--- src/rtl/calc_pkg.sv ---
// Shared constants for the calculator control path: state encoding and datapath width.
package calc_pkg;

    localparam int CALC_WIDTH = 8;

    localparam logic [1:0] ST_IDLE   = 2'd0;
    localparam logic [1:0] ST_WAIT_B = 2'd1;
    localparam logic [1:0] ST_EXEC   = 2'd2;
    localparam logic [1:0] ST_DONE   = 2'd3;

    // Operand-collecting states are the only ones that take input bytes.
    function automatic logic calc_accepts_input(input logic [1:0] st);
        return (st == ST_IDLE) || (st == ST_WAIT_B);
    endfunction

endpackage

--- src/rtl/math_subtractor_8bit.sv ---
// 8-bit unsigned subtractor: diff = a - b - bin (mod 256), bout set when the true result is negative.
module math_subtractor_8bit (
    input  logic [7:0] a,
    input  logic [7:0] b,
    input  logic       bin,
    output logic [7:0] diff,
    output logic       bout
);

    logic [8:0] full;

    // The ninth bit of a zero-extended subtraction is the borrow-out.
    assign full = {1'b0, a} - {1'b0, b} - {8'd0, bin};
    assign diff = full[7:0];
    assign bout = full[8];

endmodule

--- src/rtl/calc_sub_sequencer.sv ---
// Operand/result sequencer for the 8-bit subtract path.
// Optional CALC_SUB_SEQ_CHAIN_EN: an accepted non-underflow result becomes the next A.
module calc_sub_sequencer
    import calc_pkg::*;
#(
    parameter int WIDTH = CALC_WIDTH
) (
    input  logic             clk,
    input  logic             rst,
    input  logic             clear,
    input  logic             in_valid,
    output logic             in_ready,
    input  logic [WIDTH-1:0] in_data,
    input  logic             in_borrow,
    output logic             res_valid,
    input  logic             res_ready,
    output logic [WIDTH-1:0] res_diff,
    output logic             res_error,
    output logic             busy
);

    logic [1:0]       state_q, state_d;
    logic [WIDTH-1:0] a_q, a_d;
    logic [WIDTH-1:0] b_q, b_d;
    logic             bin_q, bin_d;
    logic             res_valid_q, res_valid_d;
    logic [WIDTH-1:0] res_diff_q, res_diff_d;
    logic             res_error_q, res_error_d;

    logic [WIDTH-1:0] sub_diff;
    logic             sub_bout;

    math_subtractor_8bit u_sub (
        .a    (a_q),
        .b    (b_q),
        .bin  (bin_q),
        .diff (sub_diff),
        .bout (sub_bout)
    );

    assign in_ready  = calc_accepts_input(state_q);
    assign busy      = (state_q != ST_IDLE);
    assign res_valid = res_valid_q;
    assign res_diff  = res_diff_q;
    assign res_error = res_error_q;

    always_comb begin
        state_d     = state_q;
        a_d         = a_q;
        b_d         = b_q;
        bin_d       = bin_q;
        res_valid_d = res_valid_q;
        res_diff_d  = res_diff_q;
        res_error_d = res_error_q;

        // Abort wins over any handshake; the last result value is left visible.
        if (clear) begin
            state_d     = ST_IDLE;
            res_valid_d = 1'b0;
            a_d         = '0;
            b_d         = '0;
            bin_d       = 1'b0;
        end else begin
            case (state_q)
                ST_IDLE: begin
                    if (in_valid) begin
                        a_d     = in_data;
                        state_d = ST_WAIT_B;
                    end
                end
                ST_WAIT_B: begin
                    if (in_valid) begin
                        b_d     = in_data;
                        bin_d   = in_borrow;
                        state_d = ST_EXEC;
                    end
                end
                ST_EXEC: begin
                    res_diff_d  = sub_diff;
                    res_error_d = sub_bout;
                    res_valid_d = 1'b1;
                    state_d     = ST_DONE;
                end
                default: begin
                    if (res_ready) begin
                        res_valid_d = 1'b0;
`ifdef CALC_SUB_SEQ_CHAIN_EN
                        if (!res_error_q) begin
                            a_d     = res_diff_q;
                            state_d = ST_WAIT_B;
                        end else begin
                            state_d = ST_IDLE;
                        end
`else
                        state_d = ST_IDLE;
`endif
                    end
                end
            endcase
        end
    end

    always_ff @(posedge clk or posedge rst) begin
        if (rst) begin
            state_q     <= ST_IDLE;
            a_q         <= '0;
            b_q         <= '0;
            bin_q       <= 1'b0;
            res_valid_q <= 1'b0;
            res_diff_q  <= '0;
            res_error_q <= 1'b0;
        end else begin
            state_q     <= state_d;
            a_q         <= a_d;
            b_q         <= b_d;
            bin_q       <= bin_d;
            res_valid_q <= res_valid_d;
            res_diff_q  <= res_diff_d;
            res_error_q <= res_error_d;
        end
    end

endmodule

--- config.mk ---
export PLATFORM = sky130hd
export DESIGN_NAME = calc_sub_sequencer
export DESIGN_NICKNAME = d
export VERILOG_FILES = /design/src/rtl/calc_pkg.sv /design/src/rtl/math_subtractor_8bit.sv /design/src/rtl/calc_sub_sequencer.sv
export SDC_FILE = /design/constraint.sdc
export NUM_CORES = 1
export LEC_CHECK = 0
export BUFFER_PORTS_ARGS = -buffer_cell sky130_fd_sc_hd__buf_4
export CORE_ASPECT_RATIO = 0.5
export CORE_MARGIN = 5
export CORE_UTILIZATION = 57
export CTS_CLUSTER_DIAMETER = 30
export DETAILED_ROUTE_END_ITERATION = 6
export PLACE_DENSITY = 0.79
export SKIP_CTS_REPAIR_TIMING = 1
export SYNTH_ARGS = -nofsm -noshare
export SYNTH_HDL_FRONTEND = slang
export SYNTH_HIERARCHICAL = 1
export SYNTH_SLANG_ARGS = --single-unit
export TNS_END_PERCENT = 10
--- constraint.sdc ---
create_clock -name clk -period 2.4 [get_ports clk]
set_clock_uncertainty 0.15 [all_clocks]
set_input_delay 0.48 -clock clk [delete_from_list [all_inputs] [get_ports clk]]
set_output_delay 0.48 -clock clk [all_outputs]
set_load 0.02 [all_outputs]
## Word-level counts from Yosys, hierarchy flattened

Cells that the tools add are included.

| storage, ports and cells | value |
|---|---|
| bits in writable memories | 0 |
| bits in read-only memories | 0 |
| bits in registers | 29 |
| input port bits | 14 |
| word-level logic and storage cells | 45 |
| latch bits | 0 |
| memories | 0 |
| output and inout port bits | 12 |

| operators by class | value |
|---|---|
| add/sub/neg operators | 2 |
| bitwise logic cells | 1 |
| reductions and logical operators | 14 |
| shift operators | 0 |
| div/mod/pow operators | 0 |
| mux-type cells | 16 |
| equality and inequality tests | 5 |
| magnitude comparators | 0 |
| $mul | 0 |

Operator list:

| kind | number |
|---|---|
| 8-bit two-way mux | 5 |
| 8-bit by 8-bit subtractor with 9-bit output | 1 |
| 9-bit by 1-bit subtractor with 9-bit output | 1 |
| 2-bit two-way mux | 4 |
| 2-bit AND reduction | 4 |
| 2-bit nonzero test | 4 |
| 3-bit inequality test, second input constant | 2 |
| 2-bit one-hot mux with 3 select lines | 1 |
| 1-bit two-way mux | 5 |
| 5-bit nonzero test | 1 |
| 3-bit AND reduction | 1 |
| 3-bit nonzero test | 1 |
| 2-bit by 1-bit equality test with 1-bit output, second input constant | 1 |
| 2-bit equality test, second input constant | 1 |
| 2-bit logical NOT | 1 |
| 2-bit by 1-bit inequality test with 1-bit output, second input constant | 1 |
| 1-bit one-hot mux with 2 select lines | 1 |
| 2-bit OR reduction | 1 |
| 1-bit logical OR | 1 |
| 1-bit inverter | 1 |

## Longest topological paths before layout

| logic depth | value |
|---|---|
| depth after elaboration | 4 |
| gate-level depth with buffers | 9 |
| gate-level depth less buffers | 9 |

## Hierarchy

The synthesis kept the hierarchy.

Modules (own cells, without submodules):

| module | area an instance (sq um) | times used | cells an instance | seq. area each (sq um) |
|---|---|---|---|---|
| calc_sub_sequencer | 1263.7 | 1 | 121 | 725.7 |
| math_subtractor_8bit | 554.3 | 1 | 76 | 0.0 |

## Worst setup path after synthesis

No wires, ideal clock.

| path | value |
|---|---|
| path kind | flip-flop to flip-flop |
| start point | register a_q[0] |
| end point | register res_diff_q[5], in the netlist res_diff[5] |
| clock period less this slack | 2.158 ns |
| required time | 2.125 ns |
| setup time | 0.125 ns |
| arrival time | 1.883 ns |
| buffers on the path | 0 |
| setup slack | 0.242 ns |
| stages on the path, launching flop included | 9 |
| cell sequence | dfrtp_1 -> fa_1 -> inv_1 -> ha_1 -> o21ai_1 -> a21boi_2 -> o22ai_1 -> xnor2_1 -> mux2_2 |

| between the ends | value |
|---|---|
| cells in the longest elaborated chain, start to end | 2 |

Ends and longest elaborated chain:

| element | line | source |
|---|---|---|
| start: declaration | calc_sub_sequencer.sv:23 | `logic [WIDTH-1:0] a_q, a_d;` |
| start signal: assignment | calc_sub_sequencer.sv:106 | `a_q <= '0;` |
| start signal: assignment | calc_sub_sequencer.sv:114 | `a_q <= a_d;` |
| 8-bit by 8-bit subtractor with 9-bit output | math_subtractor_8bit.sv:13 | `assign full = {1'b0, a} - {1'b0, b} - {8'd0, bin};` |
| 9-bit by 1-bit subtractor with 9-bit output | math_subtractor_8bit.sv:13 |  |
| named net sub_diff[5] | calc_sub_sequencer.sv:30 | `logic [WIDTH-1:0] sub_diff;` |
| end signal: assignment | calc_sub_sequencer.sv:118 | `res_diff_q <= res_diff_d;` |
| end: declaration | calc_sub_sequencer.sv:27 | `logic [WIDTH-1:0] res_diff_q, res_diff_d;` |

The timed path passes the listed nets, and every way through them passes these cells.
A chain may end at the register's enable or synchronous reset.

## Worst setup path in the final report

| path | value |
|---|---|
| start point | register bin_q |
| end point | register res_error_q, in the netlist res_error |

| between the ends | value |
|---|---|
| cells in the longest elaborated chain, start to end | 1 |

Ends and longest elaborated chain:

| element | line | source |
|---|---|---|
| start: declaration | calc_sub_sequencer.sv:25 | `logic bin_q, bin_d;` |
| start signal: assignment | calc_sub_sequencer.sv:116 | `bin_q <= bin_d;` |
| 9-bit by 1-bit subtractor with 9-bit output | math_subtractor_8bit.sv:13 |  |
| named net sub_bout | calc_sub_sequencer.sv:31 | `logic sub_bout;` |
| end signal: assignment | calc_sub_sequencer.sv:119 | `res_error_q <= res_error_d;` |
| end: declaration | calc_sub_sequencer.sv:28 | `logic res_error_q, res_error_d;` |

The timed path passes the listed nets, and every way through them passes these cells.

==> metrics.md <==
| Metric | Value |
|---|---|
| Area Overhead vs Synth | 22.4% |
| Sequential cell area | a little over 700 um^2 |
| Seq/Total Area, Yosys | 0.399 |
| Share of cells above drive strength 1 | 0.288 |
| I/O Buffers | 25 |
| Ys flop type | dfrtp_1 |
| Final #Nets | ~260 |
| Sink Count | 29 |
| Sequential share of power | 0.259 |
| Status | finished clean |
| Worst-path clk slew | around 0.070 ns |
| Leakage | roughly 1.1 nW |
| Crit Path Class | reg -> reg |
| Internal power | approximately 1.6 mW |
| Max-cap violation count | 0 |
| Vias in the first global route | approximately 1400 |
| Maximum root-to-sink buffer count | 2 |
| First-pass GRT wire length | approximately 6400 um |
| I/O pins | 26 |
| Crit-path leading delay family | compound AO/OA/AOI/OAI gates |
| Required @ worst endpoint | 2.42 ns |
| Async SR Flop Fraction | 1.00 |
| Sw Share | 0.395 |
| Footprint of the multi-input gates | around 980 um^2 |
| Pin count of the biggest net entering global routing | 30 |
| Final wirelength | 3730 um |
| Setup crit start | bin_q$_DFFE_PP0P_ |
| Flop-to-flop setup slack | between 0.1 and 0.15 ns |
| Peak supply drop | a little over 0.7 mV |
| Mapped Area | between 1500 and 2000 um^2 |
| Remaining antenna violation count after routing | 0 |
| Period utilization | 0.957 |
| Setup ws final | between 0.1 and 0.15 ns |
| Cells after Synth | about 200 |
| Worst r2r path cells | 8 |
| Critical Path AT | 2.31 ns |
| CTS tree | yes |
| Comb power frac | 0.541 |
| Synth area leader | dfrtp_1 |
| Mean routed wirelength per cell | between 10 and 15 um |
| Final std cells w/o fill | between 200 and 300 |
| CTS Buf Count | 5 |
| HP Class | in -> async |
| Post-Place Cells | 260 |
| CP peak stage delay | roughly 0.4 ns |
| Root buf cell | clkbuf_8 |
| Final global-route overflow total | 0 |
| Worst slack, placed | ~0.088 ns |
| Cell area after layout | about 2200 um^2 |
| Top post-synthesis cells by area | dfrtp_1, ha_1, inv_1, mux2_2, a21oi_1 |
| Total GRT Usage | 0.179 |
| Die height | about 50 um |
| N_diodes | 0 |
| Synthesized area per cell | 9.23 um^2 |
| Final Critical Period | around 2.3 ns |
| CORE AREA | ~3000 um^2 |
| Post-synth top area share | 0.399 |
| Via density | about 5.3 |
| Row cnt | 14 |
| Hpwl dp | between 2000 and 3000 um |
| Number of antenna violations at the first check in global routing | 0 |
| Hold WS | between 0.1 and 0.15 ns |
| Slew Viols, Final | 0 |
| Pwr Density | about 1200 nW/um^2 |
| Routed vias | between 1000 and 1500 |
| DRC | 0 |
| Slowest stage cell, crit path | dfrtp_1 |
| Clk Latency, worst-skew pair | 0.28 ns |
| CP Cell Sequence | inv_1 > fa_2 > inv_1 > fa_2 > a21boi_1 > o211ai_2 > a211o_1 > mux2_2 |
| Worst r2r src | bin_q$_DFFE_PP0P_ |
| H-tree Lvls | 2 |
| Iter 0 DRT Violations | 49 |
| CP Buf/Inv Count | 2 |
| Worst-path fanout max | 3 |
| Final GP Congestion | roughly 0.78 |
| FMAX | about 440 MHz |
| Starting Density | 0.600 |
| Critical path startpoint category | flop |
| Switch Pwr | 1.07 mW |
| Commonest cells in the netlist | dfrtp_1, inv_1, nand2_1 |
| Max_slew headroom | 0.760 |
| Worst Setup End Kind | flop |
| Total iterations of the first detailed-routing run | 4 |
| Clock Power Share | 0.199 |
| Total negative setup slack | 0 ns |
| Synthesized Nets | 230 |
| Die area | 4490 um^2 |
| RSZ-0062 raised after global routing | false |
| Hold Violations, Final | 0 |
| Fillcell total | between 200 and 250 |
| Core Util, Final | 0.734 |
| Setup Viol. Count Final | 0 |
| Post-synth EDFFs | 0 |
| Synthesis warning total | 6 |
| Total Power | 2.70 mW |
| Area after DPL | 2050 um^2 |
| Slew at the pin with the worst max-slew slack | approximately 0.36 ns |
| Yosys cell types | 38 |
| Yosys reg bits | 29 |
| Reg-to-Reg End | res_error$_DFFE_PP0P_ |
| Width of the die | 89.9 um |
[power by group through the flow]
stage	registers, mW	logic [mW]	clock network [mW]
after floorplan	0.779	0.907	0
after global placement	0.701	1.33	0
after detailed placement	0.711	1.37	0
after CTS	0.701	1.38	0.542
after global routing	0.717	1.61	0.572
final	0.700	1.46	0.537
[final cells by class]
class / instances / area share
Sequential cell: 29 / 0.326
Tap cell: 40 / 0.0225
Inverter: 30 / 0.0506
Clock buffer: 6 / 0.0371
Clock inverter: 2 / 0.0169
Timing Repair Buffer: 31 / 0.105
Multi-Input combinational cell: 131 / 0.442
[layer usage]
metal	GRT usage	routed length (um)	vias to the layer above
met4	0.0520	35	0
li1	-	-	709
met2	0.285	1680	38
met3	0.0669	231	4
met5	0	0	-
met1	0.228	1780	685
[worst max path at each step]
stage	endpoint	slack [ns]	cells past startpoint
4_1_cts	res_diff[5]$_DFFE_PP0P_	0.06	8
3_5_place_dp	res_diff[5]$_DFFE_PP0P_	0.09	8
6_report	res_error$_DFFE_PP0P_	0.10	8
5_1_grt	res_diff[7]$_DFFE_PP0P_	0.01	9
2_1_floorplan	res_diff[5]$_DFFE_PP0P_	0.24	8
3_3_place_gp	res_error$_DFFE_PP0P_	0.13	8
[worst reg2reg max path, delay by kind of cell (launching register included)]
family          cells  cell delay (ns)
flops               1             0.39
fa+ha+maj           2             0.58
mux                 1             0.27
buf+inv             2             0.15
compound gates      3             0.65
[state kept, by name (all words and copies together) (netlist names)]
name / flops
res_diff: 8
res_error: 1
state_q: 2
b_q: 8
bin_q: 1
a_q: 8
res_valid: 1
[logic make-up (layout without fill, tap and decap cells)]
family / after synthesis / count (layout) / synth area share
buf+inv: 37 / 69 / 0.0860
xor+xnor: 5 / 5 / 0.0241
mux: 12 / 12 / 0.0750
fa+ha+maj: 19 / 19 / 0.139
flops: 29 / 29 / 0.399
simple gates: 62 / 62 / 0.162
compound gates: 33 / 33 / 0.115
[placed cells by master (no fill, tap or decap), drive strengths merged, types with 2 or more instances in the layout]
master   n
mux2    10
and2b    2
o21ai    5
xor2     2
nand2b   2
inv     30
mux2i    2
ha      17
a21oi   21
buf     31
nand2   24
clkbuf   6
nand3   19
nor2     9
a21boi   2
xnor2    3
fa       2
dfrtp   29
No activity file was read; power rests on OpenSTA's default activity.
